==> src/rtl/mux_tdm.sv <==
// mux_tdm: CH-channel, W-bit time-division multiplexer with a one-entry
// registered output stage and a valid/ready handshake. Supports manual
// channel selection (key) and round-robin scan with DWELL loads per channel.
// Optional feature macro: MUX_TDM_MASK_EN enables the scan-mode channel mask.
// When the macro is undefined, mask is ignored and every channel is scanned.
module mux_tdm #(
  parameter  int CH    = 4,
  parameter  int W     = 1,
  parameter  int DWELL = 4,
  localparam int KW    = $clog2(CH)
) (
  input  logic            clk,
  input  logic            rst,
  input  logic [CH*W-1:0] data,
  input  logic [KW-1:0]   key,
  input  logic            mode,
  input  logic [CH-1:0]   mask,
  output logic [W-1:0]    out,
  output logic [KW-1:0]   out_ch,
  output logic            out_valid,
  input  logic            out_ready
);

  localparam int            CW       = (DWELL > 1) ? $clog2(DWELL) : 1;
  localparam logic [CW-1:0] CNT_LAST = CW'(DWELL - 1);
  localparam logic [KW-1:0] PTR_LAST = KW'(CH - 1);

  logic [W-1:0]  out_q, out_d;
  logic [KW-1:0] out_ch_q, out_ch_d;
  logic          out_valid_q, out_valid_d;
  logic [KW-1:0] ptr_q, ptr_d;
  logic [CW-1:0] cnt_q, cnt_d;
  logic          mode_q, mode_d;

  logic          ld_ok;
  logic          scan_start;
  logic [KW-1:0] ptr_eff;
  logic [CW-1:0] cnt_eff;
  logic [KW-1:0] sel;
  logic [W-1:0]  sample;
  logic          do_load;

  // Decode the load window, the scan-start edge and the channel to sample.
  // NOTE: every signal written in an always_comb gets a default at the top so
  // no path leaves it unassigned, which would otherwise infer a latch.
  always_comb begin
    ld_ok      = !out_valid_q || out_ready;
    scan_start = mode && !mode_q;
    ptr_eff    = scan_start ? '0 : ptr_q;
    cnt_eff    = scan_start ? '0 : cnt_q;
    sel        = mode ? ptr_eff : key;
  end

  // Channel select mux; an index past the last channel yields zero.
  always_comb begin
    sample = '0;
    for (int i = 0; i < CH; i++) begin
      if (sel == KW'(i)) sample = data[i*W +: W];
    end
  end

`ifdef MUX_TDM_MASK_EN
  logic [KW-1:0] mask_nxt;
  logic [KW-1:0] mask_cand;
  logic          mask_found;

  // Circular search for the next enabled channel, starting just after ptr.
  always_comb begin
    mask_nxt   = ptr_eff;
    mask_cand  = ptr_eff;
    mask_found = 1'b0;
    for (int k = 1; k <= CH; k++) begin
      mask_cand = KW'((int'(ptr_eff) + k) % CH);
      if (!mask_found && mask[mask_cand]) begin
        mask_found = 1'b1;
        mask_nxt   = mask_cand;
      end
    end
  end
`else
  logic unused_mask;
  assign unused_mask = ^mask;
`endif

  // Next-state logic for the output stage and the scan pointer/dwell counter.
  always_comb begin
    out_d       = out_q;
    out_ch_d    = out_ch_q;
    out_valid_d = out_valid_q && !out_ready;
    ptr_d       = ptr_eff;
    cnt_d       = cnt_eff;
    mode_d      = mode;
    do_load     = 1'b0;

    if (ld_ok) begin
      if (!mode) begin
        do_load = 1'b1;
      end else begin
`ifdef MUX_TDM_MASK_EN
        if (mask[ptr_eff]) begin
          do_load = 1'b1;
        end else begin
          // Disabled channel: spend this cycle moving to the next enabled one.
          ptr_d = mask_nxt;
          cnt_d = '0;
        end
`else
        do_load = 1'b1;
`endif
      end
    end

    if (do_load) begin
      out_d       = sample;
      out_ch_d    = sel;
      out_valid_d = 1'b1;
      if (mode) begin
        if (cnt_eff == CNT_LAST) begin
          cnt_d = '0;
          ptr_d = (ptr_eff == PTR_LAST) ? '0 : ptr_eff + 1'b1;
        end else begin
          cnt_d = cnt_eff + 1'b1;
        end
      end
    end
  end

  // State registers with synchronous active-high reset.
  // NOTE: sequential state uses non-blocking assignments so every flop
  // samples its input from before the edge, independent of statement order.
  always_ff @(posedge clk) begin
    if (rst) begin
      out_q       <= '0;
      out_ch_q    <= '0;
      out_valid_q <= 1'b0;
      ptr_q       <= '0;
      cnt_q       <= '0;
      mode_q      <= 1'b0;
    end else begin
      out_q       <= out_d;
      out_ch_q    <= out_ch_d;
      out_valid_q <= out_valid_d;
      ptr_q       <= ptr_d;
      cnt_q       <= cnt_d;
      mode_q      <= mode_d;
    end
  end

  assign out       = out_q;
  assign out_ch    = out_ch_q;
  assign out_valid = out_valid_q;

endmodule

==> config.mk <==
export PLATFORM = sky130hd
export DESIGN_NAME = mux_tdm
export DESIGN_NICKNAME = d
export VERILOG_FILES = /design/src/rtl/mux_tdm.sv
export SDC_FILE = /design/constraint.sdc
export NUM_CORES = 1
export LEC_CHECK = 0
export CAP_MARGIN = 20
export CORE_AREA = 4 4 41 43
export DETAILED_ROUTE_END_ITERATION = 16
export DIE_AREA = 0 0 45 47
export DONT_BUFFER_PORTS = 1
export HOLD_SLACK_MARGIN = 0.06
export SYNTH_ARGS = -nofsm -noshare
export SYNTH_HDL_FRONTEND = slang
export SYNTH_SLANG_ARGS = --single-unit
==> constraint.sdc <==
create_clock -name clk -period 1.6 [get_ports clk]
set_input_delay 0.08 -clock clk [delete_from_list [all_inputs] [get_ports clk]]
set_output_delay 0.08 -clock clk [all_outputs]
set_load 0.01 [all_outputs]
==> impl_metrics.csv, run 1 <==
group,metric,value,unit
global_route,grt_overflow,0,
setup_path,startpoint,"mode_q",
setup_path,cp.required,1760,ps
cts,clkSinkCount,9,
logic_synthesis,netlist_area,429,um^2
cts,numCtsBuffers,3,
logic_synthesis,avgSynthCellArea,8.94,um^2
sta,min_period,1390,ps
cts,cts_setup_buffers,0,
logic_synthesis,synth_edf_count,0,
routing,firstDrtPassIters,4,
power,power_frac_comb,10.4,%
power,power.switching,118,uW
setup_path,cp.arrival,1550,ps
sta,slew_headroom,74.6,%
run,max_cap_viol_count,0,
final_layout,n_antenna_cell,0,
setup_path,crit_path_cell_trace,"nand2b_1 -> and2_1 -> ha_1 -> nand4_1 -> xnor2_1 -> and3_1",
logic_synthesis,seq_area_frac_synth,42.0,%
place,globalplace.congestion,0.717,
setup_path,reg2reg_from,"mode_q",
global_route,antenna_found_initial,0,
power,p_leak,0.214,nW
floorplan,pin_count,18,
power,swShare,24.9,%
final_layout,mostFrequentLayoutCells,"dfxtp_1 (9), nor2_1 (4)",
global_route,grt_max_degree,12,
setup_path,r2r_cells,6,
place,io_buffers,0,
power,clkPwrFrac,38.1,%
cts,root_buffer,"clkbuf_4",
cts,max-clock-path-buffers,2,
routing,avgRoutedWirePerCell,13.1,um
setup_path,start_kind,"register",
setup_path,cp_max_fo,3,
floorplan,start_util,33.0,%
final_layout,fill_cells,155,
floorplan,die_y,47,um
logic_synthesis,yosysUniqueCellTypes,23,
final_layout,area_growth,18.1,%
final_layout,layout-drive-gt1-share,9.09,%
floorplan,fp.dieW,45,um
sta,period_share,86.6,%
setup_path,worstSetupPathType,"reg2reg",
sta,setup_tns,0,ps
hold_path,worstHoldStart,"key[1]",
cts,cts_tree,"yes",
setup_path,r2r_slack,210,ps
routing,drt-initial-drc-count,6,
power,finalPower,474,uW
sta,setup_viol_count_final,0,
final_layout,final_util,38.9,%
final_layout,final_common_cell,"dfxtp_1",
global_route,grt_pass1_vias,357,
sta,finalHoldViolCount,0,
sta,setup_ws,214,ps
logic_synthesis,ys_ff_latch,9,
logic_synthesis,async_flop_share,0,%
sta,slew_violations,0,
floorplan,rows,13,
logic_synthesis,yosys.area.top_type_share,42.0,%
routing,drc,0,
logic_synthesis,synthTopCellsByArea,"dfxtp_1 (42%), and2_1 (4.4%), and3_1 (4.4%), nand2b_1 (4.4%), xnor2_1 (4.1%)",
logic_synthesis,synth_flop_cell,"dfxtp_1",
routing,via_per_inst,5.27,
logic_synthesis,yosysTopAreaCell,"dfxtp_1",
setup_path,rr_endpoint,"ptr_q[1]",
setup_path,slowest_delay,330,ps
hold_path,hold_class,"in2reg",
final_layout,nets,71,
power,seq_power_share,51.5,%
routing,routed_wl,914,um
place,place_inst,63,
final_layout,instances_no_fill,70,
sta,max_freq,722,MHz
logic_synthesis,syn_inst,48,
routing,num_vias,369,
cts,h-tree-depth,1,
floorplan,die_area,0.00212,mm^2
sta,rsz0062_at_grt,"no",
power,worst_ir_drop_vdd,0.475,mV
global_route,track_usage,11.0,%
global_route,grt_pass1_wl,1590,um
routing,ant_nets,0,
power,power.density,935,mW/mm^2
floorplan,core,0.00130,mm^2
setup_path,crit_slowest_cell,"dfxtp_1",
place,dpl.hpwl,660,um
status,status,"finished clean",
setup_path,crit_end,"ptr_q[1]",
setup_path,endpoint_kind,"register",
power,internal-power,356,uW
logic_synthesis,ys_warn_count,0,
sta,worst_slew_pin_slew,382,ps
logic_synthesis,syn-num-nets,63,
sta,skew,2.57,ps
cts,clk_latency,270,ps
place,place_ws,233,ps
cts,clk_pin_slew,60,ps
Yosys cell counts, types with 2 or more instances:
master / instances
a21boi_0: 2
nand2b_1: 3
dfxtp_1: 9
nor2_1: 4
and3_1: 3
nand2_1: 3
and2_1: 3
xnor2_1: 2
inv_1: 3
a21oi_1: 2
nand4_1: 2
repair_timing:
| item | 4_1_cts | 5_1_grt |
|---|---|---|
| hold endpoints to repair | 8 | 0 |
| resized for setup | 0 | 0 |
| hold buffers | 3 | 0 |
how the worst min path moves through the flow:
| stage | to | slack (ps) | cells after the start |
|---|---|---|---|
| 6_report | out_ch[1] | 80 | 2 |
| 5_1_grt | ptr_q[1] | 100 | 2 |
| 4_1_cts | ptr_q[1] | 80 | 2 |
| 3_5_place_dp | mode_q | 150 | 1 |
| 3_3_place_gp | mode_q | 150 | 1 |
| 2_1_floorplan | mode_q | 150 | 1 |
final cells by class:
type                       instances  area [um^2]  share of cell area (%)
clock buffer                       4         26.3                    5.19
timing repair buffer               4         37.5                    7.41
sequential                         9          180                    35.6
inverter                           3         11.3                    2.22
tap                               15         18.8                    3.70
multi-input combinational         35          233                    45.9
logic make-up after synthesis:
| family | after synthesis | share of synthesized area, % |
|---|---|---|
| compound gates | 11 | 19.2 |
| xor+xnor | 2 | 4.08 |
| fa+ha+maj | 1 | 2.91 |
| buf+inv | 4 | 3.79 |
| flops | 9 | 42.0 |
| mux | 1 | 2.33 |
| simple gates | 20 | 25.7 |
registers in the layout, summed over array words and instances, names as in the netlist:
| signal | cells |
|---|---|
| cnt_q | 2 |
| out_ch | 2 |
| ptr_q | 2 |
| mode_q | 1 |
| out | 1 |
| out_valid | 1 |
critical path, delay by kind of cell, from the launching register on:
family | cells | cell delay (ps)
AND/OR/NAND/NOR | 4 | 610
adder cells (fa/ha/maj) | 1 | 200
XOR/XNOR | 1 | 140
flip-flops | 1 | 330
per-stage QoR:
stage,hold WS [ps],instance area (um^2)
finish,82.1,507
global route,104,507
CTS,78.8,507
floorplan,147,429
global placement,148,450
detailed placement,150,450
power groups by stage:
| stage | clock [mW] | sequential [mW] | combinational (mW) |
|---|---|---|---|
| 6_report | 0.180 | 0.244 | 0.0493 |
| 5_1_grt | 0.203 | 0.245 | 0.0561 |
| 4_1_cts | 0.191 | 0.244 | 0.0495 |
| 3_5_place_dp | 0 | 0.249 | 0.0402 |
| 3_3_place_gp | 0 | 0.249 | 0.0398 |
| 2_1_floorplan | 0 | 0.248 | 0.0329 |
metal layers:
layer  vias to the layer above  global-route usage [%]  wire (um)  part of all wire, %
met2                        10                    15.0        389                   43
met3                         3                    4.98         60                  6.6
met5                         -                       0          0                    0
met1                       171                    13.9        438                   48
met4                         0                    7.02         26                  2.8
li1                        185                       -          -                    -
No activity file was read; power rests on OpenSTA's default activity.
==> inputs of run 2 (changes only) <==
CELL_PAD_IN_SITES_DETAIL_PLACEMENT = 2   (was not set)
CELL_PAD_IN_SITES_GLOBAL_PLACEMENT = 2   (was not set)
CORE_AREA = not set   (was 4 4 41 43)
CORE_MARGIN = 4   (was not set)
CORE_UTILIZATION = 30   (was not set)
DIE_AREA = not set   (was 0 0 45 47)
PLACE_DENSITY_LB_ADDON = 0.1   (was not set)
clock period = 1.42 ns   (was 1.6 ns; I/O delays follow)
==> impl_metrics.csv, run 2 (synthesis gave the netlist of run 1 again) <==
group,metric,value,unit
routing,drt-initial-drc-count,2,
cts,clk_latency,260,ps
global_route,track_usage,13.4,%
routing,routed_wl,1270,um
setup_path,endpoint_kind,"register",
cts,max-clock-path-buffers,2,
cts,numCtsBuffers,3,
final_layout,multi_input_area,248,um^2
final_layout,nets,73,
routing,num_vias,397,
routing,firstDrtPassIters,2,
final_layout,register_area,181,um^2
place,place_ws,22.4,ps
run,max_cap_viol_count,0,
floorplan,die_y,45.8,um
global_route,antenna_found_initial,0,
hold_path,hold_class,"in2reg",
setup_path,r2r_cells,6,
power,power.density,1010,mW/mm^2
sta,slew_headroom,81.2,%
sta,max_freq,737,MHz
sta,worst_slew_pin_slew,281,ps
setup_path,cp.arrival,1540,ps
sta,setup_ws,62.3,ps
final_layout,mostFrequentLayoutCells,"dfxtp_1 (8), nor2_1 (4), dlygate4sd3_1 (4)",
cts,clk_pin_slew,70,ps
routing,avgRoutedWirePerCell,17.6,um
sta,min_period,1360,ps
cts,h-tree-depth,1,
cts,cts_tree,"yes",
floorplan,fp.dieW,45.8,um
place,dpl.hpwl,908,um
setup_path,worstSetupPathType,"reg2reg",
status,status,"finished clean",
setup_path,crit_path_cell_trace,"nand2b_4 -> and2_4 -> ha_2 -> a21boi_0 -> o21ai_0 -> a21oi_1",
sta,skew,5.03,ps
routing,drc,0,
hold_path,hold_path_depth,2,
place,io_buffers,0,
power,worst_ir_drop_vdd,0.349,mV
global_route,grt_pass1_vias,487,
sta,period_share,95.6,%
global_route,grt_max_degree,8,
setup_path,cp_max_fo,3,
setup_path,cp.required,1600,ps
floorplan,pin_count,18,
sta,setup_viol_count_final,0,
floorplan,core,0.00132,mm^2
sta,slew_violations,0,
place,globalplace.congestion,0.685,
setup_path,start_kind,"register",
floorplan,rows,13,
global_route,grt_overflow,0,
final_layout,n_antenna_cell,0,
global_route,grt_pass1_wl,2000,um
routing,ant_nets,0,
final_layout,layout-drive-gt1-share,19.3,%
cts,cts_setup_buffers,0,
sta,finalHoldViolCount,0,
cts,root_buffer,"clkbuf_4",
floorplan,die_area,0.00210,mm^2
power,p_leak,0.225,nW
setup_path,slowest_delay,330,ps
final_layout,fill_cells,144,
cts,clkSinkCount,9,
routing,via_per_inst,5.51,
sta,setup_tns,0,ps
floorplan,start_util,32.6,%
sta,rsz0062_at_grt,"no",
setup_path,crit_slowest_cell,"dfxtp_2",
final_layout,area_growth,25.9,%
final_layout,final_common_cell,"dfxtp_1",
## run 2: cell count changes in the layout (fill, tap and decap cells not counted)
cell,before,now
ha_2,0,1
and2_1,3,1
dlygate4sd3_1,3,4
nand2b_4,0,1
nand2b_1,3,2
ha_1,1,0
dfxtp_2,0,1
dfxtp_1,9,8
buf_4,1,2
and2_4,0,2
## run 2: path summary, 6_finish.rpt
| kind | startpoint | to | slack (ps) |
|---|---|---|---|
| setup / recovery | mode_q | ptr_q[0] | 60 |
| hold / removal | key[1] | out_ch[1] | 90 |
| setup reg to reg | mode_q | ptr_q[0] | 60 |
| hold reg to reg | out_ch[0] | out_ch[0] | 550 |
## run 2: worst max-delay path: cells and delay by family, from the launching register on
kind / cells / cell delay [ps]
adder cells (fa/ha/maj): 1 / 190
AO/OA/AOI/OAI: 3 / 450
flip-flops: 1 / 330
AND/OR/NAND/NOR: 2 / 300
## run 2: per-stage QoR
step	cell area (um^2)	hold slack, ps	cells	util (%)	total power, mW
floorplan	429	138	48	-	0.317
CTS	519	85.7	71	39.4	0.544
global route	541	103	72	41.0	0.573
detailed placement	458	143	64	34.8	0.332
finish	541	85.1	72	41.0	0.548
global placement	458	139	64	34.8	0.327
## run 2: timing repair
action | 4_1_cts | 5_1_grt
hold buffers | 3 | 1
endpoints found under the hold margin | 7 | 1
endpoints found under the setup margin | 2 | 2
resized for setup | 2 | 3
## run 2: layer usage
layer  global-route usage, %  up-vias  wire, um
met5                       0        -         0
met4                    5.11        0        21
met3                    5.53        2        66
met2                    23.4       14       647
met1                    14.3      189       532
li1                        -      192         -
## run 2: report_power, final
part | switching (mW) | internal (mW) | total (mW)
clock | 0.0946 | 0.108 | 0.203
combinational | 0.0338 | 0.0351 | 0.0689
sequential | 0.0104 | 0.265 | 0.276
## run 2: cell type report
| class | instances | share of cell area (%) |
|---|---|---|
| clock buffer | 4 | 4.86 |
| sequential | 9 | 33.6 |
| timing repair buffer | 6 | 10.2 |
| inverter | 3 | 2.08 |
| tap | 15 | 3.47 |
| multi-input combinational | 35 | 45.8 |
==> inputs of run 3 (changes only) <==
==> constraint.sdc (replaced) <==
create_clock -name clk -period 1.42 [get_ports clk]
set_input_delay 0.284 -clock clk [delete_from_list [all_inputs] [get_ports clk]]
set_output_delay 0.284 -clock clk [all_outputs]
set_load 0.01 [all_outputs]
==> impl_metrics.csv, run 3 (synthesis gave the netlist of run 1 again) <==
group,metric,value,unit
power,finalPower,528,uW
cts,cts_tree,"yes",
setup_path,worstSetupPathType,"reg2reg",
final_layout,fill_cells,152,
routing,drc,0,
sta,period_share,94.6,%
sta,min_period,1340,ps
status,status,"finished clean",
sta,finalHoldViolCount,0,
cts,clkSinkCount,9,
global_route,track_usage,12.7,%
setup_path,r2r_slack,80,ps
hold_path,worstHoldStart,"rst",
final_layout,nets,69,
place,place_inst,64,
global_route,grt_max_degree,9,
routing,avgRoutedWirePerCell,17.2,um
final_layout,n_antenna_cell,0,
setup_path,reg2reg_from,"mode_q",
floorplan,die_y,45.8,um
sta,slew_headroom,82.0,%
cts,cts_setup_buffers,0,
floorplan,pin_count,18,
final_layout,mostFrequentLayoutCells,"dfxtp_1 (8), nor2_1 (4)",
cts,cts_hold_buffers,0,
power,p_leak,0.208,nW
floorplan,rows,13,
place,dpl.hpwl,908,um
routing,firstDrtPassIters,2,
power,worst_ir_drop_vdd,0.312,mV
cts,clk_latency,260,ps
setup_path,cp_max_fo,3,
global_route,grt_pass1_vias,453,
sta,max_freq,745,MHz
global_route,grt_pass1_wl,1880,um
floorplan,core,0.00132,mm^2
global_route,grt_overflow,0,
setup_path,cp.arrival,1490,ps
sta,rsz0062_at_grt,"no",
routing,ant_nets,0,
hold_path,hold_class,"in2reg",
routing,drt-initial-drc-count,1,
run,max_cap_viol_count,0,
final_layout,final_common_cell,"dfxtp_1",
place,globalplace.congestion,0.685,
setup_path,r2r_cells,6,
sta,worst_slew_pin_slew,269,ps
floorplan,fp.dieW,45.8,um
setup_path,cp.required,1570,ps
routing,routed_wl,1170,um
global_route,antenna_found_initial,0,
sta,hold_slack,78.1,ps
cts,clk_pin_slew,70,ps
power,power.density,1060,mW/mm^2
cts,h-tree-depth,1,
setup_path,rr_endpoint,"ptr_q[1]",
final_layout,area_growth,16.6,%
sta,slew_violations,0,
floorplan,die_area,0.00210,mm^2
routing,via_per_inst,5.57,
final_layout,instances_no_fill,68,
cts,max-clock-path-buffers,2,
setup_path,start_kind,"register",
sta,setup_tns,0,ps
sta,setup_viol_count_final,0,
sta,skew,5.32,ps
place,io_buffers,0,
routing,num_vias,379,
hold_path,hold_path_end,"mode_q",
setup_path,endpoint_kind,"register",
final_layout,layout-drive-gt1-share,20.8,%
cts,root_buffer,"clkbuf_4",
floorplan,start_util,32.6,%
hold_path,hold_path_depth,1,
cts,numCtsBuffers,3,
-- run 3: cell types whose count changed in the layout (fill, tap and decap cells not counted) --
cell | before | now
dlygate4sd3_1 | 4 | 0
-- run 3: layer usage --
metal | wire (um) | vias up | track usage [%]
met5 | 0 | - | 0
met4 | 5 | 0 | 3.41
met3 | 74 | 2 | 5.93
met2 | 576 | 15 | 22.8
met1 | 514 | 180 | 13.1
li1 | - | 182 | -
-- run 3: critical path: stages, from the launching register on --
cell and delay, ps:
dfxtp_2 340, nand2b_4 130, and2_4 150, ha_2 190
nand4_1 120, xnor2_1 140, and3_1 170
-- run 3: layout make-up --
class | instances | area (um^2) | share of cell area [%]
multi-input cells | 35 | 248 | 49.5
flip-flops and latches | 9 | 181 | 36.3
clock buffers | 4 | 26.3 | 5.25
well taps | 15 | 18.8 | 3.75
repair buffers | 2 | 15.0 | 3.00
inverters | 3 | 11.3 | 2.25
-- run 3: worst max path at each step --
stage | from | end | depth (start not counted)
after floorplan | mode_q | ptr_q[1] | 6
after global placement | mode_q | ptr_q[1] | 6
after detailed placement | mode_q | ptr_q[1] | 6
after CTS | mode_q | ptr_q[1] | 6
after global routing | mode_q | ptr_q[1] | 6
final | mode_q | ptr_q[1] | 6
-- run 3: metrics by stage --
stage / setup WS (ps) / instance area [um^2] / util (%)
after floorplan: 102 / 429 / -
after global placement: 82.8 / 458 / 34.8
after detailed placement: 22.4 / 458 / 34.8
after CTS: 18.4 / 489 / 37.1
after global routing: 3.72 / 500 / 38.0
final: 76.9 / 500 / 38.0
-- run 3: power by group --
| group | internal, mW | switching (mW) | total [mW] |
|---|---|---|---|
| sequential | 0.266 | 0.0105 | 0.276 |
| combinational | 0.0274 | 0.0279 | 0.0553 |
| clock | 0.108 | 0.0889 | 0.197 |
| total | 0.401 | 0.127 | 0.528 |
-- run 3: timing repair --
| item | CTS | global route |
|---|---|---|
| gates cloned | 0 | 0 |
| setup endpoints to repair | 2 | 2 |
| gates resized for setup | 2 | 3 |
